### src/rtl/mem_arbiter_pkg.sv
// Shared types and constants for the byte-wide memory port arbiter.
// Holds the FSM state encoding, the grant owner encoding, the length codes and the IO region tag.
package mem_arbiter_pkg;

    localparam int AddrWidth  = 32;
    localparam int InstrWidth = 32;
    localparam int ByteWidth  = 8;

    localparam logic [1:0] LEN_1B    = 2'd0;
    localparam logic [1:0] LEN_2B    = 2'd1;
    localparam logic [1:0] LEN_ILL   = 2'd2;
    localparam logic [1:0] LEN_4B    = 2'd3;
    localparam logic [1:0] IO_REGION = 2'b11;

    typedef enum logic [2:0] {
        ST_IDLE   = 3'd0,
        ST_READ   = 3'd1,
        ST_WRITE  = 3'd2,
        ST_IOWAIT = 3'd3,
        ST_DONE   = 3'd4
    } arb_state_e;

    typedef enum logic {
        GRANT_ICACHE = 1'b0,
        GRANT_LSB    = 1'b1
    } grant_e;

    // The illegal 3-byte code is widened to a full word access.
    function automatic logic [2:0] len_to_bytes(input logic [1:0] len);
        case (len)
            LEN_1B:          return 3'd1;
            LEN_2B:          return 3'd2;
            LEN_ILL, LEN_4B: return 3'd4;
            default:         return 3'd4;
        endcase
    endfunction

endpackage

### src/rtl/mem_arbiter.sv
// Shares the single byte-wide RAM/IO port between the icache and the LSB.
// Splits each access into per-byte RAM cycles, reassembles reads and pulses done to the owner.
import mem_arbiter_pkg::*;

module mem_arbiter #(
    parameter int         ADDR_WIDTH = AddrWidth,
    parameter int         DATA_WIDTH = InstrWidth,
    parameter logic [1:0] IO_BASE_HI = IO_REGION
) (
    input  logic                  clk_in,
    input  logic                  rst_in,
    input  logic                  rdy_in,
    input  logic                  icache_req_in,
    input  logic [ADDR_WIDTH-1:0] icache_addr_in,
    output logic                  mc_to_icache_en_out,
    output logic [DATA_WIDTH-1:0] mc_icache_data_out,
    input  logic                  lsb_req_in,
    input  logic                  lsb_wr_in,
    input  logic [1:0]            lsb_len_in,
    input  logic [ADDR_WIDTH-1:0] lsb_addr_in,
    input  logic [DATA_WIDTH-1:0] lsb_wdata_in,
    output logic                  mc_to_lsb_en_out,
    output logic [DATA_WIDTH-1:0] mc_lsb_data_out,
    input  logic                  clear_branch_in,
    input  logic                  io_buffer_full_in,
    input  logic [ByteWidth-1:0]  mem_din_in,
    output logic [ByteWidth-1:0]  mem_dout_out,
    output logic [ADDR_WIDTH-1:0] mem_a_out,
    output logic                  mem_wr_out
);

    arb_state_e             state_r, state_nxt_s;
    grant_e                 last_grant_r, last_grant_nxt_s;
    logic [ADDR_WIDTH-1:0]  base_r, base_nxt_s;
    logic [2:0]             len_r, len_nxt_s;
    logic [DATA_WIDTH-1:0]  wdata_r, wdata_nxt_s;
    logic                   io_r, io_nxt_s;
    logic [2:0]             cnt_r, cnt_nxt_s;
    logic                   cur_v_r, cur_v_nxt_s;
    logic [1:0]             cur_lane_r, cur_lane_nxt_s;
    logic                   pend_v_r, pend_v_nxt_s;
    logic [1:0]             pend_lane_r, pend_lane_nxt_s;
    logic                   cap_done_r, cap_done_nxt_s;
    logic [DATA_WIDTH-1:0]  buf_r, buf_nxt_s;
    logic [ADDR_WIDTH-1:0]  mem_a_r, mem_a_nxt_s;
    logic [ByteWidth-1:0]   mem_dout_r, mem_dout_nxt_s;
    logic                   mem_wr_r, mem_wr_nxt_s;
    logic                   ic_en_r, ic_en_nxt_s;
    logic [DATA_WIDTH-1:0]  ic_data_r, ic_data_nxt_s;
    logic                   lsb_en_r, lsb_en_nxt_s;
    logic [DATA_WIDTH-1:0]  lsb_data_r, lsb_data_nxt_s;

    logic                   take_lsb_s;
    logic                   take_ic_s;
    logic                   adv_s;
    logic                   ic_abort_s;

    // Two-way round robin: on a tie the requester that did not win last time is served.
    always_comb begin
        take_lsb_s = 1'b0;
        take_ic_s  = 1'b0;
        if (lsb_req_in && (!icache_req_in || last_grant_r == GRANT_ICACHE || clear_branch_in)) begin
            take_lsb_s = 1'b1;
        end else if (icache_req_in && !clear_branch_in) begin
            take_ic_s = 1'b1;
        end else begin
            take_lsb_s = 1'b0;
            take_ic_s  = 1'b0;
        end
    end

    // A branch flush aborts an icache access even while rdy_in is low.
    assign ic_abort_s = clear_branch_in && (last_grant_r == GRANT_ICACHE) &&
                        (state_r == ST_READ || state_r == ST_DONE);
    assign adv_s      = rdy_in || ic_abort_s;

    // Next-state, byte sequencing, read-byte capture and done-pulse generation.
    always_comb begin
        state_nxt_s      = state_r;
        last_grant_nxt_s = last_grant_r;
        base_nxt_s       = base_r;
        len_nxt_s        = len_r;
        wdata_nxt_s      = wdata_r;
        io_nxt_s         = io_r;
        cnt_nxt_s        = cnt_r;
        cur_v_nxt_s      = 1'b0;
        cur_lane_nxt_s   = cur_lane_r;
        pend_v_nxt_s     = cur_v_r;
        pend_lane_nxt_s  = cur_lane_r;
        cap_done_nxt_s   = 1'b0;
        buf_nxt_s        = buf_r;
        mem_a_nxt_s      = mem_a_r;
        mem_dout_nxt_s   = mem_dout_r;
        mem_wr_nxt_s     = 1'b0;
        ic_en_nxt_s      = 1'b0;
        ic_data_nxt_s    = ic_data_r;
        lsb_en_nxt_s     = 1'b0;
        lsb_data_nxt_s   = lsb_data_r;

        // mem_din_in carries the byte for the address driven two edges back.
        if (pend_v_r) begin
            buf_nxt_s[{pend_lane_r, 3'b000} +: ByteWidth] = mem_din_in;
            cap_done_nxt_s = ({1'b0, pend_lane_r} == (len_r - 3'd1));
        end else begin
            cap_done_nxt_s = 1'b0;
        end

        case (state_r)
            ST_IDLE: begin
                cnt_nxt_s = 3'd0;
                if (take_lsb_s) begin
                    last_grant_nxt_s = GRANT_LSB;
                    base_nxt_s       = lsb_addr_in;
                    len_nxt_s        = len_to_bytes(lsb_len_in);
                    wdata_nxt_s      = lsb_wdata_in;
                    io_nxt_s         = (lsb_addr_in[17:16] == IO_BASE_HI);
                    buf_nxt_s        = '0;
                    mem_a_nxt_s      = lsb_addr_in;
                    if (lsb_wr_in) begin
                        if ((lsb_addr_in[17:16] == IO_BASE_HI) && io_buffer_full_in) begin
                            state_nxt_s = ST_IOWAIT;
                        end else begin
                            state_nxt_s    = ST_WRITE;
                            mem_dout_nxt_s = lsb_wdata_in[ByteWidth-1:0];
                            mem_wr_nxt_s   = 1'b1;
                            cnt_nxt_s      = 3'd1;
                        end
                    end else begin
                        state_nxt_s    = ST_READ;
                        cur_v_nxt_s    = 1'b1;
                        cur_lane_nxt_s = 2'd0;
                        cnt_nxt_s      = 3'd1;
                    end
                end else if (take_ic_s) begin
                    last_grant_nxt_s = GRANT_ICACHE;
                    base_nxt_s       = icache_addr_in;
                    len_nxt_s        = 3'd4;
                    io_nxt_s         = 1'b0;
                    buf_nxt_s        = '0;
                    mem_a_nxt_s      = icache_addr_in;
                    state_nxt_s      = ST_READ;
                    cur_v_nxt_s      = 1'b1;
                    cur_lane_nxt_s   = 2'd0;
                    cnt_nxt_s        = 3'd1;
                end else begin
                    state_nxt_s = ST_IDLE;
                end
            end
            ST_READ: begin
                if (ic_abort_s) begin
                    state_nxt_s  = ST_IDLE;
                    pend_v_nxt_s = 1'b0;
                end else if (cap_done_r) begin
                    state_nxt_s = ST_DONE;
                    if (last_grant_r == GRANT_ICACHE) begin
                        ic_en_nxt_s   = 1'b1;
                        ic_data_nxt_s = buf_r;
                    end else begin
                        lsb_en_nxt_s   = 1'b1;
                        lsb_data_nxt_s = buf_r;
                    end
                end else if (cnt_r < len_r) begin
                    mem_a_nxt_s    = base_r + ADDR_WIDTH'(cnt_r);
                    cur_v_nxt_s    = 1'b1;
                    cur_lane_nxt_s = cnt_r[1:0];
                    cnt_nxt_s      = cnt_r + 3'd1;
                end else begin
                    state_nxt_s = ST_READ;
                end
            end
            ST_WRITE, ST_IOWAIT: begin
                if (cnt_r >= len_r) begin
                    state_nxt_s  = ST_DONE;
                    lsb_en_nxt_s = 1'b1;
                end else if (io_r && io_buffer_full_in) begin
                    state_nxt_s = ST_IOWAIT;
                end else begin
                    state_nxt_s    = ST_WRITE;
                    mem_a_nxt_s    = base_r + ADDR_WIDTH'(cnt_r);
                    mem_dout_nxt_s = wdata_r[{cnt_r[1:0], 3'b000} +: ByteWidth];
                    mem_wr_nxt_s   = 1'b1;
                    cnt_nxt_s      = cnt_r + 3'd1;
                end
            end
            ST_DONE: begin
                state_nxt_s = ST_IDLE;
            end
            default: begin
                state_nxt_s = ST_IDLE;
            end
        endcase
    end

    // State and output registers; everything freezes while the port is not advancing.
    always_ff @(posedge clk_in or negedge rst_in) begin
        if (!rst_in) begin
            state_r      <= ST_IDLE;
            last_grant_r <= GRANT_ICACHE;
            base_r       <= '0;
            len_r        <= 3'd0;
            wdata_r      <= '0;
            io_r         <= 1'b0;
            cnt_r        <= 3'd0;
            cur_v_r      <= 1'b0;
            cur_lane_r   <= 2'd0;
            pend_v_r     <= 1'b0;
            pend_lane_r  <= 2'd0;
            cap_done_r   <= 1'b0;
            buf_r        <= '0;
            mem_a_r      <= '0;
            mem_dout_r   <= '0;
            mem_wr_r     <= 1'b0;
            ic_en_r      <= 1'b0;
            ic_data_r    <= '0;
            lsb_en_r     <= 1'b0;
            lsb_data_r   <= '0;
        end else if (adv_s) begin
            state_r      <= state_nxt_s;
            last_grant_r <= last_grant_nxt_s;
            base_r       <= base_nxt_s;
            len_r        <= len_nxt_s;
            wdata_r      <= wdata_nxt_s;
            io_r         <= io_nxt_s;
            cnt_r        <= cnt_nxt_s;
            cur_v_r      <= cur_v_nxt_s;
            cur_lane_r   <= cur_lane_nxt_s;
            pend_v_r     <= pend_v_nxt_s;
            pend_lane_r  <= pend_lane_nxt_s;
            cap_done_r   <= cap_done_nxt_s;
            buf_r        <= buf_nxt_s;
            mem_a_r      <= mem_a_nxt_s;
            mem_dout_r   <= mem_dout_nxt_s;
            mem_wr_r     <= mem_wr_nxt_s;
            ic_en_r      <= ic_en_nxt_s;
            ic_data_r    <= ic_data_nxt_s;
            lsb_en_r     <= lsb_en_nxt_s;
            lsb_data_r   <= lsb_data_nxt_s;
        end
    end

    assign mem_wr_out          = mem_wr_r & rdy_in;
    assign mem_a_out           = mem_a_r;
    assign mem_dout_out        = mem_dout_r;
    assign mc_to_icache_en_out = ic_en_r;
    assign mc_icache_data_out  = ic_data_r;
    assign mc_to_lsb_en_out    = lsb_en_r;
    assign mc_lsb_data_out     = lsb_data_r;

endmodule
### config.mk
export PLATFORM = sky130hd
export DESIGN_NAME = mem_arbiter
export DESIGN_NICKNAME = d
export VERILOG_FILES = /design/src/rtl/mem_arbiter_pkg.sv /design/src/rtl/mem_arbiter.sv
export SDC_FILE = /design/constraint.sdc
export NUM_CORES = 1
export LEC_CHECK = 0
export CORE_MARGIN = 4
export CORE_UTILIZATION = 30
export DETAILED_ROUTE_END_ITERATION = 7
export GPL_ROUTABILITY_DRIVEN = 0
export PLACE_DENSITY = 0.56
export RECOVER_POWER = 100
export SYNTH_ARGS = -nofsm -noshare
export SYNTH_HDL_FRONTEND = slang
export SYNTH_SLANG_ARGS = --single-unit
### constraint.sdc
create_clock -name clk_in -period 2.7 [get_ports clk_in]
set_input_delay 0.54 -clock clk_in [delete_from_list [all_inputs] [get_ports clk_in]]
set_output_delay 0.54 -clock clk_in [all_outputs]
set_load 0.01 [all_outputs]
[Yosys cells after proc, flatten, opt, wreduce, memory -nomap -nowiden]
Cells that the tools add are included.
Storage, ports and cells
  input port bits: 114
  output and inout port bits: 107
  flip-flop bits (word level): 221
Operators by class
  $lt $le $gt $ge: 2
  equal/unequal tests: 20
  reduce and logical (&&, ||, !) cells: 29
  add/sub/neg operators: 4
  bitwise gates (word level): 3
  mux-type cells: 79
  shift operators: 3
Operator list (number)
  $mux 32: 11
  $pmux 32 s3: 1
  $mux 3: 15
  $mux 8: 5
  $add 32x3->32: 1
  $bwmux 32: 1
  $mux 1: 32
  $shift 8x7->32 const A: 1
  $shiftx 32x6->8: 1
  $shiftx 8x7->32: 1
  $pmux 3 s3: 3
  $reduce_and 7->1: 3
  $pmux 8 s2: 1
  $ne 2x2->1 const B: 7
  $mux 2: 6
  $reduce_and 5->1: 2
  $reduce_and 8->1: 1
  $neg 5->7: 1
  $eq 2x2->1 const B: 3
  $eq 3x2->1 const B: 2
  $logic_and 1x1->1: 6
  $ne 3x3->1 const B: 2
  $pmux 1 s2: 3
  $reduce_and 3->1: 2
  21 further kinds: 29

[Logic depth before layout (Yosys ltp)]
  word-level depth: 8
  gate-level depth with buffers: 10
  depth with buffers taken out: 7

[Worst setup path after synthesis]
OpenSTA, ideal clock, no wires.
  kind: register to register
  start point: register cnt_r[0]
  end point: register mem_a_r[29], in the netlist mem_a_out[29]
  required time: 2.597 ns
  setup slack: 0.072 ns
  data arrival time: 2.525 ns
  stages on the path, launching flop included: 11
  library setup time: 0.103 ns
  path through: dfrtp_1 buf_1 inv_1 ha_1 nand2b_1 a21oi_1 o211ai_2 or2_1 buf_2 buf_6 o41ai_2
Between the ends
  longest elaborated chain between the ends: 5
Ends and longest elaborated chain
  from (decl): RTL line mem_arbiter.sv:38  | logic [2:0] cnt_r, cnt_nxt_s;
  from (signal assigned): RTL line mem_arbiter.sv:224  | cnt_r <= cnt_nxt_s;
  $add 32x3->32: RTL line mem_arbiter.sv:163, mem_arbiter.sv:179
  $mux 32: RTL line mem_arbiter.sv:162  | end else if (cnt_r < len_r) begin
  $mux 32: RTL line mem_arbiter.sv:153  | end else if (cap_done_r) begin
  $mux 32: RTL line mem_arbiter.sv:150  | if (ic_abort_s) begin
  $pmux 32 s3: RTL line mem_arbiter.sv:108  | case (state_r)
  to (signal assigned): RTL line mem_arbiter.sv:231  | mem_a_r <= mem_a_nxt_s;
  to (decl): RTL line mem_arbiter.sv:45  | logic [ADDR_WIDTH-1:0] mem_a_r, mem_a_nxt_s;
Parallel ways exist; a longest one is shown, timed or not. The select of a mux whose other input is x is not followed.
A chain may end at the register's enable or synchronous reset.

[Worst setup path after layout]
  start point: input port rdy_in
  end point: output port mem_wr_out
Between the ends
  longest elaborated chain between the ends: 1
Ends and longest elaborated chain
  from (decl): RTL line mem_arbiter.sv:12  | input logic rdy_in,
  $and 1x1->1: RTL line mem_arbiter.sv:241  | assign mem_wr_out = mem_wr_r & rdy_in;
  to (decl): RTL line mem_arbiter.sv:29  | output logic mem_wr_out
No other way between the ends.

==> out/qor.yml <==
sta:
  fin_skew_ns: 0.0212
  slew_headroom: -0.172
  max_freq_ghz: 0.396
  setup_violations: 0
  whs_ns: 0.466
  worst_pin_slew_ns: 1.76
  rsz0062_at_grt: "false"
  final.period_utilization: 0.935
  drv_slew: 62
  layout_setup_ws_ns: 0.176
  finalHoldViolCount: 0
  min_period_ns: 2.52
  setup_tns_ns: 0
logic_synthesis:
  avgSynthCellArea_sq_um: 11.2
  yosysSeqAreaShare: 0.524
  async_flop_share: 1.00
  netlist-cell-type-count: 65
  synth-main-ff-cell: "dfrtp_1"
  syn_area_sq_um: 10600
  yosys_warnings: 0
  netlist.area_leader.share: 0.524
  syn_inst: 938
  synth_top_area_cell: "dfrtp_1"
  synth_area_leaders: "dfrtp_1 52%, mux2_2 13%, nand2_1 4.8%"
  ys_ff_latch: 221
  syn-num-nets: 1066
  synth-edff-count: 0
clocking:
  clockBufferDepth: 3
  htreeDepth: 1
  clk_latency_ns: 0.53
  cts_buffers: 26
  cts_tree: "yes"
  clk_pin_slew_ns: 0.06
  root_buffer: "clkbuf_16"
  cts.sinks: 221
worst_setup_path:
  critPathMaxStageDelay_ns: 0.64
  crit_path_end_kind: "output pin"
  critPathLaunchType: "primary input"
  crit_path_max_fanout: 6
  worstPathBufferInverterCount: 3
  reg2reg_depth: 5
  path_depth: 4
  rrSetupSlack_ns: 0.20
  slowest_stage: "dlygate4sd3_1"
  critPathTopFamily: "buffers and inverters"
  critPathRequiredTime_ns: 2.16
  arrival_ns: 1.98
  path_cells: "clkdlybuf4s50_1 > buf_4 > and2_1 > dlygate4sd3_1"
  critPathKind: "in2out"
pwr:
  p_leak_nw: 6.75
  peakVddDrop_mv: 0.486
  p_per_area_nw_per_um2: 951
finish:
  area_growth_pct: 38.1
  drive_gt1_frac: 0.198
  finalNetCount: 1323
  final_cells: 1671
placed_design:
  dp_worst_setup_slack_ns: -0.197
  dp.cells: 1621
  dpl.hpwl_mm: 21.9
  io_buffer_count: 220
global_routing:
  grt_first_pass_wirelength_mm: 47.0
  grt_start_max_net_pins: 65
  first_global_vias: 8321
  antenna_found_initial: 2
  grt.overflow.total: 0
  grt_usage: 0.150
worst_hold_path:
  worstHoldPathCells: 2
  min_path_type: "reg2reg"
route:
  drt_iter0_markers: 312
  drtPass1Iterations: 5
  drc: 0
  num_vias: 8238
  ant_nets: 0
  wl_mm: 29.7
  wire_per_inst_microns: 17.8
  routed_via_density: 4.93
status:
  status: "complete, but fails checks"
  violations: "capacitance limit, slew limit"
floorplanning:
  initial_core_util: 0.305
  die_w_microns: 196
  coreArea_sq_um: 34600
  die_h_microns: 196
  dieArea_sq_um: 38200
  io_pins: 221
  rows: 68
flow_run:
  cap_violations: 1
==> tightest hold or removal path, cell delays in order (launching register included) <==
cell     delay (ns)
dfrtp_1        0.34
nand2_1        0.05
nand2_1        0.05
==> logic make-up after synthesis <==
kind of cell	Yosys count	share of synthesized area
muxes	163	0.178
AOI/OAI and AO/OA	177	0.108
buffers and inverters	68	0.0266
xor gates and xnor gates	19	0.0158
DFF	221	0.524
adders and majority gates	14	0.0173
and+or+nand+nor	276	0.130
==> state kept, by name, summed over array words and instances (netlist names), 2 cells and up <==
name	cells
base_r	32
buf_r	32
cnt_r	3
cur_lane_r	2
len_r	3
mc_icache_data_out	32
mc_lsb_data_out	32
mem_a_out	32
mem_dout_out	8
pend_lane_r	2
state_r	3
wdata_r	32
==> final cells by class <==
type | count | area (sq um)
clock buffer | 38 | 817
antenna | 1 | 2.50
fill | 3278 | 20100
tap | 455 | 569
clock inverter | 10 | 161
multi-input combinational | 649 | 4730
timing repair buffer | 284 | 2700
inverter | 13 | 48.8
sequential | 221 | 5530
==> cells in the mapped netlist (6+ instances only) <==
cell type	count
dfrtp_1	221
nand2_1	134
mux2_2	121
a21oi_1	52
nand3_1	47
o21ai_0	47
clkbuf_1	38
mux2i_1	34
a211oi_1	15
a21o_1	13
ha_1	13
inv_1	13
nand4_1	13
and3_1	12
xnor2_1	12
buf_2	11
nor4_1	10
a22o_1	8
mux4_2	8
nor2_1	7
nor3_1	7
xor2_1	7
a221o_1	6
a31oi_1	6
and2_1	6
==> power breakdown <==
group	switching, mW	internal (mW)
Combinational	2.42	2.52
Clock	1.44	2.48
Sequential	0.769	4.24
==> routing by layer <==
layer / wire length (microns) / track usage
met5: 8 / 0
met2: 13800 / 0.242
met1: 13400 / 0.207
met4: 803 / 0.0424
met3: 1640 / 0.0293
==> stage by stage <==
step           power, mW  instance area, sq um   util
3_5_place_dp        10.3                 13700  0.397
6_report            13.9                 14600  0.421
3_3_place_gp        10.2                 13700  0.397
4_1_cts             14.3                 14700  0.425
2_1_floorplan       8.14                 10600      -
5_1_grt             14.8                 14600  0.421
==> layout by cell type, fill, tap and decap left out, types with 5 or more instances in the layout <==
master and instances:
nor2_1 7, clkbuf_1 10, o21ai_0 47, a21o_1 13
clkbuf_2 9, clkbuf_16 27, mux2i_1 34, and3_1 12
mux2_2 121, buf_4 38, ha_1 13, buf_12 6
a221o_1 6, a31oi_1 6, a22o_1 8, nand3_1 47
nand2_1 134, nor4_1 10, inv_1 13, dlygate4sd3_1 108
nand4_1 13, clkbuf_8 10, and2_1 5, a211oi_1 15
a21oi_1 52, xnor2_1 12, dfrtp_1 221, xor2_1 7
clkdlybuf4s50_1 112, nor3_1 8, mux4_2 8
==> worst paths after layout <==
kind	from	end
min	mem_wr_r$_DFFE_PN0N_	mem_wr_r$_DFFE_PN0N_
min in group asynchronous	rst_in	base_r[28]$_DFFE_PN0P_
max	rdy_in	mem_wr_out
max reg2reg	state_r[0]$_DFFE_PN0P_	mc_lsb_data_out[31]$_DFFE_PN0P_
max in group asynchronous	rst_in	cap_done_r$_DFFE_PN0N_
min reg2reg	mem_wr_r$_DFFE_PN0N_	mem_wr_r$_DFFE_PN0N_
==> what timing repair did <==
action | 4_1_cts | 5_1_grt
setup endpoints to repair | 0 | 0
setup buffers | 0 | 0
gates resized for setup | 0 | 0
hold buffers | 1 | 0
hold endpoints to repair | 46 | 0
Power figures use the tool's default switching activity.
